[config.mk]
export PLATFORM = sky130hd
export DESIGN_NAME = memory_burst_master
export DESIGN_NICKNAME = d
export VERILOG_FILES = /design/src/rtl/memory_burst_master.sv
export SDC_FILE = /design/constraint.sdc
export NUM_CORES = 1
export LEC_CHECK = 0
export ABC_CLOCK_PERIOD_IN_PS = 2600
export BUFFER_PORTS_ARGS = -buffer_cell sky130_fd_sc_hd__buf_2
export CAP_MARGIN = 5
export CORE_MARGIN = 3
export CORE_UTILIZATION = 55
export CTS_BUF_LIST = sky130_fd_sc_hd__clkbuf_2 sky130_fd_sc_hd__clkbuf_4 sky130_fd_sc_hd__clkbuf_8
export CTS_CLUSTER_SIZE = 40
export DETAILED_ROUTE_END_ITERATION = 10
export PLACE_DENSITY_LB_ADDON = 0.3
export SLEW_MARGIN = 25
export SYNTH_ARGS = -nofsm -noshare
export SYNTH_HDL_FRONTEND = slang
export SYNTH_SLANG_ARGS = --single-unit
[constraint.sdc]
create_clock -name i_clock -period 2.6 [get_ports i_clock]
set_input_delay 0.13 -clock i_clock [delete_from_list [all_inputs] [get_ports i_clock]]
set_output_delay 0.13 -clock i_clock [all_outputs]
set_load 0.01 [all_outputs]
[src/rtl/memory_burst_master.sv]
// memory_burst_master
//   Burst initiator for a single-port word memory. A command (base address +
//   length) either streams write words into memory or streams memory words out
//   as read data, one memory access per word. Addresses wrap from
//   MEMORY_SIZE-1 back to 0. All memory-side outputs are registered on the
//   rising edge; the memory itself samples on the falling edge.
// Ports
//   i_clock, i_reset                rising-edge clock, async active-low reset
//   i_cmd_valid/write/addr/len      burst command, taken when o_cmd_ready
//   o_cmd_ready                     high only while idle
//   i_wr_valid, i_wr_data           write stream, taken when o_wr_ready
//   o_wr_ready                      high only during a write burst
//   o_rd_valid, o_rd_data           read stream, held until i_rd_ready
//   i_rd_ready                      downstream accepts read word
//   o_done, o_error                 one-cycle end-of-burst pulse (+ reject flag)
//   o_mem_addr/read/write/data      to memory
//   i_mem_data                      from memory
module memory_burst_master #(
  parameter int unsigned DATA_SIZE   = 14,
  parameter int unsigned ADDR_SIZE   = 19,
  parameter int unsigned MEMORY_SIZE = 10,
  parameter int unsigned LEN_SIZE    = 8
) (
  input  logic                 i_clock,
  input  logic                 i_reset,
  input  logic                 i_cmd_valid,
  input  logic                 i_cmd_write,
  input  logic [ADDR_SIZE-1:0] i_cmd_addr,
  input  logic [LEN_SIZE-1:0]  i_cmd_len,
  output logic                 o_cmd_ready,
  input  logic                 i_wr_valid,
  input  logic [DATA_SIZE-1:0] i_wr_data,
  output logic                 o_wr_ready,
  output logic                 o_rd_valid,
  output logic [DATA_SIZE-1:0] o_rd_data,
  input  logic                 i_rd_ready,
  output logic                 o_done,
  output logic                 o_error,
  output logic [ADDR_SIZE-1:0] o_mem_addr,
  output logic                 o_mem_read,
  output logic                 o_mem_write,
  output logic [DATA_SIZE-1:0] o_mem_data,
  input  logic [DATA_SIZE-1:0] i_mem_data
);

  typedef enum logic [2:0] {
    IDLE,
    WR,
    RD_ISSUE,
    RD_HOLD,
    DONE
  } state_t;

  localparam logic [ADDR_SIZE-1:0] MEM_LIMIT = ADDR_SIZE'(MEMORY_SIZE);
  localparam logic [ADDR_SIZE-1:0] LAST_ADDR = ADDR_SIZE'(MEMORY_SIZE - 1);

  state_t               state;
  logic [ADDR_SIZE-1:0] cur_addr;
  logic [ADDR_SIZE-1:0] next_addr;
  logic [LEN_SIZE-1:0]  len_left;
  logic                 last_word;

  always_comb begin
    next_addr = (cur_addr == LAST_ADDR) ? '0 : cur_addr + ADDR_SIZE'(1);
    last_word = (len_left == LEN_SIZE'(1));
  end

  assign o_cmd_ready = (state == IDLE);
  assign o_wr_ready  = (state == WR);

  always_ff @(posedge i_clock or negedge i_reset) begin
    if (!i_reset) begin
      state       <= IDLE;
      cur_addr    <= '0;
      len_left    <= '0;
      o_mem_addr  <= '0;
      o_mem_read  <= 1'b0;
      o_mem_write <= 1'b0;
      o_mem_data  <= '0;
      o_rd_valid  <= 1'b0;
      o_rd_data   <= '0;
      o_done      <= 1'b0;
      o_error     <= 1'b0;
    end else begin
      // Strobes and status pulses last one cycle unless re-asserted below.
      o_mem_read  <= 1'b0;
      o_mem_write <= 1'b0;
      o_done      <= 1'b0;
      o_error     <= 1'b0;
      case (state)
        IDLE: begin
          if (i_cmd_valid) begin
            if (i_cmd_addr >= MEM_LIMIT) begin
              state   <= DONE;
              o_done  <= 1'b1;
              o_error <= 1'b1;
            end else if (i_cmd_len == '0) begin
              state  <= DONE;
              o_done <= 1'b1;
            end else begin
              cur_addr <= i_cmd_addr;
              len_left <= i_cmd_len;
              if (i_cmd_write) begin
                state <= WR;
              end else begin
                // Read strobe is registered here so it is high during RD_ISSUE.
                state      <= RD_ISSUE;
                o_mem_read <= 1'b1;
                o_mem_addr <= i_cmd_addr;
              end
            end
          end
        end
        WR: begin
          if (i_wr_valid) begin
            o_mem_write <= 1'b1;
            o_mem_addr  <= cur_addr;
            o_mem_data  <= i_wr_data;
            if (last_word) begin
              state  <= DONE;
              o_done <= 1'b1;
            end else begin
              cur_addr <= next_addr;
              len_left <= len_left - LEN_SIZE'(1);
            end
          end
        end
        RD_ISSUE: begin
          o_rd_data  <= i_mem_data;
          o_rd_valid <= 1'b1;
          state      <= RD_HOLD;
        end
        RD_HOLD: begin
          if (i_rd_ready) begin
            o_rd_valid <= 1'b0;
            if (last_word) begin
              state  <= DONE;
              o_done <= 1'b1;
            end else begin
              cur_addr   <= next_addr;
              len_left   <= len_left - LEN_SIZE'(1);
              state      <= RD_ISSUE;
              o_mem_read <= 1'b1;
              o_mem_addr <= next_addr;
            end
          end
        end
        DONE: begin
          state <= IDLE;
        end
        default: begin
          state <= IDLE;
        end
      endcase
    end
  end

endmodule

Yosys cells after proc, flatten, opt, wreduce, memory -nomap -nowiden --
Cells that the tools add are included.
Storage, ports and cells: memory bits (read-only) 0, latch bits 0, bits in writable memories 0, output and inout bits 54, flip-flop bits (word level) 82, logic and storage cells 89, memories 0
Cells by class: div/mod/pow operators 0, order comparisons 1, reductions and logical operators 9, multiplexer cells 53, eq/ne operators 13, add/sub/neg operators 2, multiply operators 0, bitwise operators 0, shifts and indexed selects 0
Operators by type and width (count):
- 19-bit two-way mux | 14
- 19-bit case mux with 3 select lines | 2
- 8-bit two-way mux | 6
- 8-bit case mux with 3 select lines | 1
- 3-bit two-way mux | 7
- 19-bit by 1-bit adder with 19-bit output, second input constant | 1
- 19-bit by 4-bit equality test with 1-bit output, second input constant | 1
- 19-bit by 4-bit greater-or-equal comparator with 1-bit output, second input constant | 1
- 1-bit two-way mux | 18
- 2-bit != test, second input constant | 7
- 3-bit case mux with 4 select lines | 1
- 8-bit by 1-bit equality test with 1-bit output, second input constant | 1
- 8-bit logical NOT | 1
- 8-bit AND reduction | 1
- 8-bit by 1-bit subtractor with 8-bit output, second input constant | 1
- 3-bit by 2-bit equality test with 1-bit output, second input constant | 2
- 6-bit AND reduction | 1
- 1-bit case mux with 2 select lines | 2
- 2-bit AND reduction | 2
- 4-bit AND reduction | 1
- 3-bit by 1-bit equality test with 1-bit output, second input constant | 1
- 3-bit logical NOT | 1
- 1-bit case mux with 3 select lines | 1
- 3-bit nonzero test | 1
- other kinds (3) | 3

Depth between registers and ports, before layout --
Gate-level depths: netlist (run 1).
word-level depth 5, gate-level depth with buffers 10, mapped depth without buffers 7

Least setup slack after synthesis (run 1) --
No wires, ideal clock.
path type register to register, start reg cur_addr[0], end reg o_mem_addr[16], period minus slack after synthesis 2.048 ns, arrival 1.923 ns, setup slack 0.552 ns, library setup time 0.125 ns, data required time 2.475 ns, cell stages (with the launch flop) 8, buffers on the path 0, cells stage by stage dfrtp_1 > ha_1 > nand3_1 > nor3_1 > and3_1 > xnor2_1 > o21ai_0 > mux2_2
Between the ends: word-level cells in the longest chain between the ends 5
Ends and longest elaborated chain:
- start, declared | line 58 | logic [ADDR_SIZE-1:0] cur_addr;
- start signal, assigned | line 101 | cur_addr <= i_cmd_addr;
- start signal, assigned | line 123 | cur_addr <= next_addr;
- start signal, assigned | line 140 | cur_addr <= next_addr;
- 19-bit by 1-bit adder with 19-bit output / 19-bit by 4-bit equality test with 1-bit output (equally long branches) | line 64 | next_addr = (cur_addr == LAST_ADDR) ? '0 : cur_addr + ADDR_SIZE'(1);
- 19-bit two-way mux * | line 64
- 19-bit two-way mux * | line 136 | if (last_word) begin
- 19-bit two-way mux * | line 134 | if (i_rd_ready) begin
- 19-bit case mux with 3 select lines * | line 90 | case (state)
- end signal, assigned | line 109 | o_mem_addr <= i_cmd_addr;
- end signal, assigned | line 117 | o_mem_addr <= cur_addr;
- end signal, assigned | line 144 | o_mem_addr <= next_addr;
- end, declared | line 39 | output logic [ADDR_SIZE-1:0] o_mem_addr,
Every way passes the cells marked *; elsewhere a longest branch is shown, timed or not. The select of a mux whose other input is x is not followed. A chain may end at the register's enable or synchronous reset.

Worst setup path after layout (run 1) --
start reg len_left[2], end reg len_left[2]
Between the ends: word-level cells in the longest chain between the ends 4
Ends and longest elaborated chain:
- start, declared | line 60 | logic [LEN_SIZE-1:0] len_left;
- start signal, assigned | line 102 | len_left <= i_cmd_len;
- start signal, assigned | line 124 | len_left <= len_left - LEN_SIZE'(1);
- start signal, assigned | line 141 | len_left <= len_left - LEN_SIZE'(1);
- 8-bit by 1-bit subtractor with 8-bit output / 8-bit by 1-bit equality test with 1-bit output (equally long branches) | line 124, 141, 65
- 8-bit two-way mux * | line 119, 136
- 8-bit two-way mux, on equally long branches | line 134, 115
- 8-bit case mux with 3 select lines * | line 90
Marks and branches as above.

==> results of run 1 <==
==> sequential cells by signal, indices dropped and copies added, names as in the netlist <==
signal,flops
cur_addr,19
len_left,8
o_done,1
o_error,1
o_mem_addr,19
o_mem_data,14
o_mem_read,1
o_mem_write,1
o_rd_data,14
o_rd_valid,1
state,3
==> cells in the mapped netlist, types with 7 or more instances <==
cell       n
nor3_1     7
inv_1      9
buf_2     14
o21ai_0   47
nor2_1    45
nand3_1   10
clkbuf_1  10
nand2_1   31
and3_1     7
a21oi_1   24
mux2_2    33
dfrtp_1   82
o31ai_1   11
nor4_1     9
xnor2_1   11
==> cells by family after synthesis <==
family,after synthesis,synth area share
AOI/OAI and AO/OA,125,0.1810
xor gates and xnor gates,17,0.03441
adders and majority gates,4,0.01157
buffers and inverters,42,0.04743
DFF,82,0.4743
muxes,35,0.09080
and+or+nand+nor,139,0.1605
==> power by group through the flow <==
| stage | logic (W) | clock network, W | registers [W] |
|---|---|---|---|
| after floorplan | 0.000359 | 0 | 0.00176 |
| after global placement | 0.000729 | 0 | 0.00171 |
| after detailed placement | 0.000756 | 0 | 0.00172 |
| after CTS | 0.000777 | 0.000885 | 0.00169 |
| after global routing | 0.000870 | 0.000945 | 0.00174 |
| final | 0.000777 | 0.000875 | 0.00170 |
==> cell usage in the layout (no fill, tap or decap), types with 7 or more instances in the layout <==
cell type,instances
a21oi_1,24
and3_1,7
buf_2,113
buf_4,13
clkbuf_8,11
dfrtp_1,82
dlygate4sd3_1,16
inv_1,9
mux2_2,33
nand2_1,31
nand3_1,10
nor2_1,45
nor3_1,7
nor4_1,9
o21ai_0,47
o31ai_1,11
xnor2_1,11
==> worst max-delay path by stage <==
stage                           start        endpoint  slack (ps)  depth (start not counted)
after CTS                 len_left[2]     len_left[2]         220                          7
after floorplan           cur_addr[0]  o_mem_addr[16]         550                          7
after global routing      len_left[2]     cur_addr[2]          20                          7
after detailed placement  len_left[2]     len_left[2]         250                          7
final                     len_left[2]     len_left[2]         250                          7
after global placement    len_left[2]     cur_addr[1]         340                          7
==> worst register-to-register path: cells and delay by family (launching register included) <==
kind	cells	cell delay, ps
flops	1	470
buf+inv	1	350
compound gates	3	540
simple gates	3	920
==> routing by layer <==
layer / vias up / GRT usage / part of all wire
met5: - / 0 / 0
li1: 1853 / - / -
met1: 1941 / 0.3335 / 0.40
met4: 0 / 0.09615 / 0.024
met2: 169 / 0.4492 / 0.52
met3: 31 / 0.03426 / 0.060
==> what timing repair did <==
action / in CTS / in global routing
hold endpoints to repair: 37 / 1
resized for setup: 0 / 1
setup endpoints to repair: 0 / 9
hold buffers: 15 / 1
==> metrics by stage <==
step / power (W) / util / hold WS [ps] / instance area [µm²] / instances
6_report: 0.003356 / 0.7134 / 8.961 / 5313 / 669
3_3_place_gp: 0.002435 / 0.6647 / 359.0 / 4950 / 637
5_1_grt: 0.003553 / 0.7134 / 0.1552 / 5313 / 669
2_1_floorplan: 0.002124 / - / -165.6 / 4327 / 444
4_1_cts: 0.003357 / 0.7103 / 0.5542 / 5290 / 668
3_5_place_dp: 0.002475 / 0.6647 / 365.9 / 4950 / 637
==> layout make-up <==
cell class / count / area, µm² / area share
Clock buffer: 11 / 151.4 / 0.02850
Clock inverter: 5 / 38.79 / 0.007301
Inverter: 9 / 33.78 / 0.006359
Multi-Input combinational cell: 320 / 2078 / 0.3912
Sequential cell: 82 / 2052 / 0.3862
Tap cell: 99 / 123.9 / 0.02332
Timing Repair Buffer: 143 / 834.6 / 0.1571
==> impl_metrics.py, run 1 <==
metrics = {
    "timing": {
        "clock_skew_ps": 13.89,
        "relSlewSlack": 0.3782,
        "rsz0062_at_grt": "no",
        "min_period_ps": 2347,
        "hold_viol": 0,
        "period_share": 0.9028,
        "final.setup.tns_ps": 0,
        "tightestPinTransition_ps": 929.9,
        "setup-violations-final": 0,
        "drv_slew": 0,
        "fin_ws_ps": 252.7,
        "clock.fmax_ghz": 0.4260,
    },
    "die": {
        "num_rows": 31,
        "ios": 115,
        "start_util": 0.5810,
        "dieArea_um2": 8967,
        "die_w_um": 94.70,
        "coreArea_um2": 7447,
        "die_h_um": 94.70,
    },
    "global_route": {
        "grt-ovfl-total": 0,
        "grt_first_pass_wirelength_um": 18290,
        "grt_max_degree": 83,
        "grt_pass1_vias": 3842,
        "antenna_found_initial": 0,
        "track_usage": 0.2600,
    },
    "yosys": {
        "synth_seq_cells": 82,
        "ys_types": 53,
        "synth_edf_count": 0,
        "avgSynthCellArea_um2": 9.745,
        "synth_ff_type": "dfrtp_1",
        "yosysTopAreaCellShare": 0.4743,
        "synth_cells": 444,
        "seq_area_frac_synth": 0.4743,
        "yosys_warnings": 0,
        "synth_top_area_cell": "dfrtp_1",
        "synth_area_leaders": "dfrtp_1, mux2_2, o21ai_0, nor2_1, a21oi_1",
        "syn-num-nets": 509,
        "syn_area_um2": 4327,
        "async_flop_share": 1.000,
    },
    "worst_setup_path": {
        "rr_endpoint": "len_left[2]",
        "critPathRequiredTime_ps": 2870,
        "cp-end-kind": "register",
        "critPathBufInv": 1,
        "rr_worst_depth": 7,
        "timing.rr.start": "len_left[2]",
        "startpoint_type": "register",
        "cp_cell_sequence": "nor4_4 -> and3_1 -> nand2_1 -> o211ai_4 -> buf_4 -> o21ai_0 -> o21ai_0",
        "path_class": "register to register",
        "cp_slowest_cell": "dfrtp_1",
        "crit_family": "simple AND/OR/NAND/NOR gates",
        "cp.arrival_ps": 2620,
        "slowest_delay_ps": 470,
        "path_common_cell": "o21ai_0",
        "r2r_slack_ps": 250,
        "critPathMaxFanout": 25,
    },
    "worst_hold_path": {
        "hold_path.class": "primary input to register",
        "worstHoldStart": "i_wr_data[11]",
        "hold_depth": 2,
        "whs_endpoint": "o_mem_data[11]",
    },
    "clock_tree": {
        "cts-buffers-inserted": 9,
        "cts_root_buf": "clkbuf_8",
        "cts_tree": "yes",
        "cts_num_sinks": 82,
        "postCtsSetupBuffers": 0,
        "clockBufferDepth": 2,
        "clock_latency_ps": 360,
        "htree_levels": 3,
        "cts.clk_slew.worst_paths_ps": 90,
    },
    "power_and_ir_drop": {
        "p_leak_nw": 2.559,
        "vdd_drop_max_v": 0.0003605,
        "clockPowerShare": 0.261,
        "power_density_nw_per_um2": 631.7,
        "pwr-share-comb": 0.232,
        "p_sw_frac": 0.3185,
        "p_sw_w": 0.001069,
        "internal_power_w": 0.002287,
        "seqPwrFrac": 0.508,
    },
    "place": {
        "place_ws_ps": 254.5,
        "dp_hpwl_um": 7825,
        "place_congestion": 0.9198,
        "port_buffers": 114,
    },
    "route": {
        "drc": 0,
        "via_per_inst": 5.970,
        "detail_route.first_pass.iterations": 7,
        "drtAntennaViolNets": 0,
        "wirelength_um": 11260,
        "drt_iter0_drc": 258,
        "avgRoutedWirePerCell_um": 16.83,
        "vias": 3994,
    },
    "finish": {
        "syn_to_final_growth_pct": 22.79,
        "fillers": 588,
        "drive_above_1_share": 0.3228,
        "diodes": 0,
        "fin_nets": 630,
    },
    "run_status": {
        "status": "finished clean",
    },
    "flow_run": {
        "cap_violations": 0,
    },
}
No activity file was read; power rests on OpenSTA's default activity.
==> inputs of run 2 (changes only) <==
--- a/config.mk
+++ b/config.mk
@@ -8,9 +8,8 @@
 export ABC_CLOCK_PERIOD_IN_PS = 2600
 export BUFFER_PORTS_ARGS = -buffer_cell sky130_fd_sc_hd__buf_2
 export CAP_MARGIN = 5
-export CORE_MARGIN = 3
-export CORE_UTILIZATION = 55
-export CTS_BUF_LIST = sky130_fd_sc_hd__clkbuf_2 sky130_fd_sc_hd__clkbuf_4 sky130_fd_sc_hd__clkbuf_8
+export CORE_MARGIN = 5
+export CORE_UTILIZATION = 53
 export CTS_CLUSTER_SIZE = 40
 export DETAILED_ROUTE_END_ITERATION = 10
 export PLACE_DENSITY_LB_ADDON = 0.3
==> impl_metrics.py, run 2 (synthesized netlist as in run 1, its figures left out) <==
metrics = {
    "clock_tree": {
        "clockBufferDepth": 2,
        "clock_latency_ps": 360,
        "cts_num_sinks": 82,
        "cts-buffers-inserted": 9,
        "ctsResizeCount": 0,
        "htree_levels": 3,
        "cts.clk_slew.worst_paths_ps": 90,
        "cts_tree": "yes",
        "cts_root_buf": "clkbuf_8",
    },
    "die": {
        "num_rows": 33,
        "die_w_um": 100.4,
        "ios": 115,
        "die_h_um": 100.4,
        "coreArea_um2": 8093,
        "start_util": 0.5346,
        "dieArea_um2": 10070,
    },
    "route": {
        "drc": 0,
        "wirelength_um": 11580,
        "avgRoutedWirePerCell_um": 16.86,
        "drt_iter0_drc": 264,
        "drtAntennaViolNets": 0,
        "via_per_inst": 5.777,
        "vias": 3969,
        "detail_route.first_pass.iterations": 5,
    },
    "power_and_ir_drop": {
        "p_total_w": 0.003511,
        "power_density_nw_per_um2": 641.6,
        "vdd_drop_max_v": 0.0004369,
        "p_leak_nw": 2.631,
    },
    "timing": {
        "period_share": 0.8939,
        "setup-violations-final": 0,
        "relSlewSlack": 0.5088,
        "min_period_ps": 2324,
        "drv_slew": 0,
        "hold_viol": 0,
        "final.setup.tns_ps": 0,
        "tightestPinTransition_ps": 736.8,
        "clock_skew_ps": 15.01,
        "clock.fmax_ghz": 0.4303,
        "rsz0062_at_grt": "no",
    },
    "worst_setup_path": {
        "critPathMaxFanout": 23,
        "cp.arrival_ps": 2600,
        "cp_cell_sequence": "nor4_2 -> and3_1 -> nand2_1 -> o211ai_4 -> buf_4 -> a21oi_1 -> o22ai_1",
        "timing.rr.start": "len_left[2]",
        "cp-end-kind": "register",
        "crit_family": "simple AND/OR/NAND/NOR gates",
        "path_class": "register to register",
        "critPathRequiredTime_ps": 2870,
        "cp_slowest_cell": "nor4_2",
        "startpoint_type": "register",
        "setup.worst_path.start": "len_left[2]",
        "critPathBufInv": 1,
        "slowest_delay_ps": 470,
    },
    "finish": {
        "diodes": 0,
        "drive_above_1_share": 0.3179,
        "final_common_cell": "buf_2",
        "top_regs": "cur_addr (19), o_mem_addr (19)",
        "syn_to_final_growth_pct": 26.49,
        "final_cell_mix": "buf_2, dfrtp_1, o21ai_0",
        "fin_nets": 642,
        "final_area_um2": 5473,
    },
    "global_route": {
        "grt-ovfl-total": 0,
        "antenna_found_initial": 0,
        "grt_max_degree": 83,
        "track_usage": 0.2383,
        "grt_first_pass_wirelength_um": 19250,
        "grt_pass1_vias": 3946,
    },
    "flow_run": {
        "cap_violations": 0,
    },
    "worst_hold_path": {
        "worstHoldStart": "i_mem_data[7]",
        "hold_path.class": "primary input to register",
    },
    "place": {
        "port_buffers": 114,
        "dp_hpwl_um": 7937,
        "postPlaceCellArea_um2": 4977,
        "place_congestion": 0.8982,
    },
    "run_status": {
        "status": "finished clean",
    },
}
==> run 2: worst paths after layout <==
path                            slack (ps)       endpoint  depth (start not counted)
worst max register to register         280    cur_addr[4]                          7
worst max-delay path                   280    cur_addr[4]                          7
worst min-delay path                    10   o_rd_data[7]                          2
max in group asynchronous             1700   cur_addr[16]                          2
worst min register to register         490  o_mem_addr[9]                          1
min in group asynchronous              380   o_rd_data[6]                          2
==> run 2: repair_timing <==
action,CTS,global route
hold buffers,26,1
hold endpoints to repair,97,1
setup buffers,0,0
==> run 2: routing by layer <==
layer,GRT usage,up-vias,routed length (µm)
li1,-,1871,-
met1,0.3049,1905,4683
met2,0.4077,170,5898
met3,0.03544,23,751
met4,0.09016,0,249
met5,0,-,0
==> run 2: final cells by class <==
| class | instances | area (µm²) |
|---|---|---|
| tap | 105 | 131.4 |
| timing repair buffer | 155 | 964.7 |
| sequential | 82 | 2052 |
| multi-input combinational | 320 | 2069 |
| clock inverter | 4 | 56.30 |
| clock buffer | 12 | 165.2 |
| inverter | 9 | 33.78 |
| fill | 666 | 2620 |
==> run 2: through the flow <==
step	setup slack, ps	hold slack (ps)	cells	utilization
2_1_floorplan	552.4	-165.6	444	-
3_3_place_gp	432.6	361.3	644	0.6150
3_5_place_dp	333.3	364.9	644	0.6150
4_1_cts	269.3	0.6962	686	0.6746
5_1_grt	110.3	6.563	687	0.6763
6_report	275.9	9.800	687	0.6763
==> run 2: report_power, final <==
part | switching, W | leakage [nW] | internal, W
sequential | 0.000194 | 1.06 | 0.00151
combinational | 0.000406 | 1.46 | 0.000382
clock | 0.000488 | 0.113 | 0.000530
total | 0.00109 | 2.63 | 0.00242
==> inputs of run 3 (changes only) <==
--- a/config.mk
+++ b/config.mk
@@ -8,11 +8,11 @@
 export ABC_CLOCK_PERIOD_IN_PS = 2600
 export BUFFER_PORTS_ARGS = -buffer_cell sky130_fd_sc_hd__buf_2
 export CAP_MARGIN = 5
-export CORE_MARGIN = 5
 export CORE_UTILIZATION = 53
 export CTS_CLUSTER_SIZE = 40
 export DETAILED_ROUTE_END_ITERATION = 10
-export PLACE_DENSITY_LB_ADDON = 0.3
+export PLACE_DENSITY = 0.87
+export REMOVE_ABC_BUFFERS = 1
 export SLEW_MARGIN = 25
 export SYNTH_ARGS = -nofsm -noshare
 export SYNTH_HDL_FRONTEND = slang
==> impl_metrics.py, run 3 (synthesized netlist as in run 1, its figures left out) <==
metrics = {
    "timing": {
        "rsz0062_at_grt": "no",
        "drv_slew": 0,
        "hold_viol": 0,
        "relSlewSlack": 0.4807,
        "clock_skew_ps": 16.84,
        "setup-violations-final": 0,
        "min_period_ps": 2371,
        "period_share": 0.9119,
        "clock.fmax_ghz": 0.4218,
        "tightestPinTransition_ps": 775.3,
        "holdWs_ps": 5.114,
    },
    "route": {
        "via_per_inst": 6.028,
        "avgRoutedWirePerCell_um": 17.38,
        "drc": 0,
        "wirelength_um": 11780,
        "detail_route.first_pass.iterations": 5,
        "drtAntennaViolNets": 0,
        "vias": 4087,
        "drt_iter0_drc": 379,
    },
    "worst_setup_path": {
        "cp.arrival_ps": 2630,
        "critPathMaxFanout": 33,
        "critPathBufInv": 1,
        "cp_cell_sequence": "nor4_2 -> and3_1 -> nand2_1 -> o211ai_4 -> buf_4 -> nor2_1 -> o22a_1",
        "critPathRequiredTime_ps": 2860,
        "slowest_delay_ps": 460,
        "crit_family": "simple AND/OR/NAND/NOR gates",
        "path_class": "register to register",
        "cp-end-kind": "register",
        "cp_slowest_cell": "dfrtp_1",
        "startpoint_type": "register",
    },
    "finish": {
        "fin_nets": 636,
        "final_common_cell": "buf_2",
        "final_area_um2": 5383,
        "diodes": 0,
        "top_regs": "cur_addr (19), o_mem_addr (19)",
        "layout.cells.non_filler": 678,
        "syn_to_final_growth_pct": 24.41,
        "drive_above_1_share": 0.3160,
        "final_cell_mix": "buf_2, dfrtp_1, o21ai_0",
    },
    "flow_run": {
        "cap_violations": 0,
    },
    "place": {
        "port_buffers": 114,
        "place_congestion": 0.9250,
        "dp.cells": 640,
        "dp_hpwl_um": 7849,
        "postPlaceCellArea_um2": 4954,
    },
    "clock_tree": {
        "ctsResizeCount": 0,
        "cts_tree": "yes",
        "cts.clk_slew.worst_paths_ps": 80,
        "cts_num_sinks": 82,
        "clock_latency_ps": 380,
        "clockBufferDepth": 2,
        "htree_levels": 3,
        "cts_root_buf": "clkbuf_8",
        "cts-buffers-inserted": 9,
        "postCtsSetupBuffers": 0,
    },
    "run_status": {
        "status": "finished clean",
    },
    "global_route": {
        "grt_first_pass_wirelength_um": 18710,
        "grt_max_degree": 83,
        "track_usage": 0.2844,
        "grt-ovfl-total": 0,
        "grt_pass1_vias": 3873,
        "antenna_found_initial": 0,
    },
    "die": {
        "start_util": 0.5542,
        "dieArea_um2": 8529,
        "ios": 115,
        "die_w_um": 92.35,
        "die_h_um": 92.35,
        "num_rows": 32,
        "coreArea_um2": 7807,
    },
    "worst_hold_path": {
        "hold_path.class": "primary input to register",
    },
    "power_and_ir_drop": {
        "power_density_nw_per_um2": 648.0,
        "p_leak_nw": 2.588,
        "vdd_drop_max_v": 0.0004308,
    },
}
==> run 3: cell count changes in the layout (fill, tap and decap cells not counted) <==
cell,before,now
clkinvlp_4,0,1
clkbuf_8,12,11
clkbuf_1,0,2
clkinv_4,2,0
buf_12,1,0
dlygate4sd3_1,27,22
==> run 3: timing repair <==
action                     in CTS  in global routing
hold buffers                   22                  0
setup endpoints to repair       0                  0
hold endpoints to repair       68                  0
==> run 3: final timing paths <==
path,start,end,slack [ps],cells after the start
max in group asynchronous,i_reset,cur_addr[16],1720,2
setup / recovery,len_left[2],cur_addr[7],230,7
min in group asynchronous,i_reset,o_mem_data[6],360,2
setup reg to reg,len_left[2],cur_addr[7],230,7
hold / removal,i_mem_data[0],o_rd_data[0],5,2
hold reg to reg,o_mem_addr[7],o_mem_addr[7],480,1
==> run 3: final cells by class <==
| type | instances | area, µm² |
|---|---|---|
| Fill cell | 582 | 2425 |
| Multi-Input combinational cell | 320 | 2069 |
| Sequential cell | 82 | 2052 |
| Timing Repair Buffer | 149 | 894.6 |
| Clock buffer | 13 | 158.9 |
| Tap cell | 102 | 127.6 |
| Clock inverter | 3 | 46.29 |
| Inverter | 9 | 33.78 |
==> run 3: layer usage <==
layer  part of all wire  vias up  track usage  wire length (µm)
met1               0.38     1969       0.3590              4522
met2               0.50      213       0.4660              5944
met4              0.039        0       0.1523               464
met5                  0        -            0                 0
li1                   -     1863            -                 -
met3              0.072       42      0.05008               853
==> run 3: metrics by stage <==
step	util	TNS [ps]	setup WS [ps]	total power (W)
finish	0.6894	0	229.0	0.003488
global route	0.6894	0	131.5	0.003647
CTS	0.6889	0	287.2	0.003461
detailed placement	0.6345	0	330.9	0.002482
global placement	0.6345	0	372.0	0.002433
floorplan	-	-1804	-128.9	0.002103
==> run 3: report_power, final <==
group	total (W)	switching, W	leakage (nW)	internal [W]
sequential	0.00171	0.000197	1.06	0.00151
combinational	0.000797	0.000418	1.43	0.000380
clock	0.000982	0.000481	0.100	0.000501
total	0.00349	0.00110	2.59	0.00239
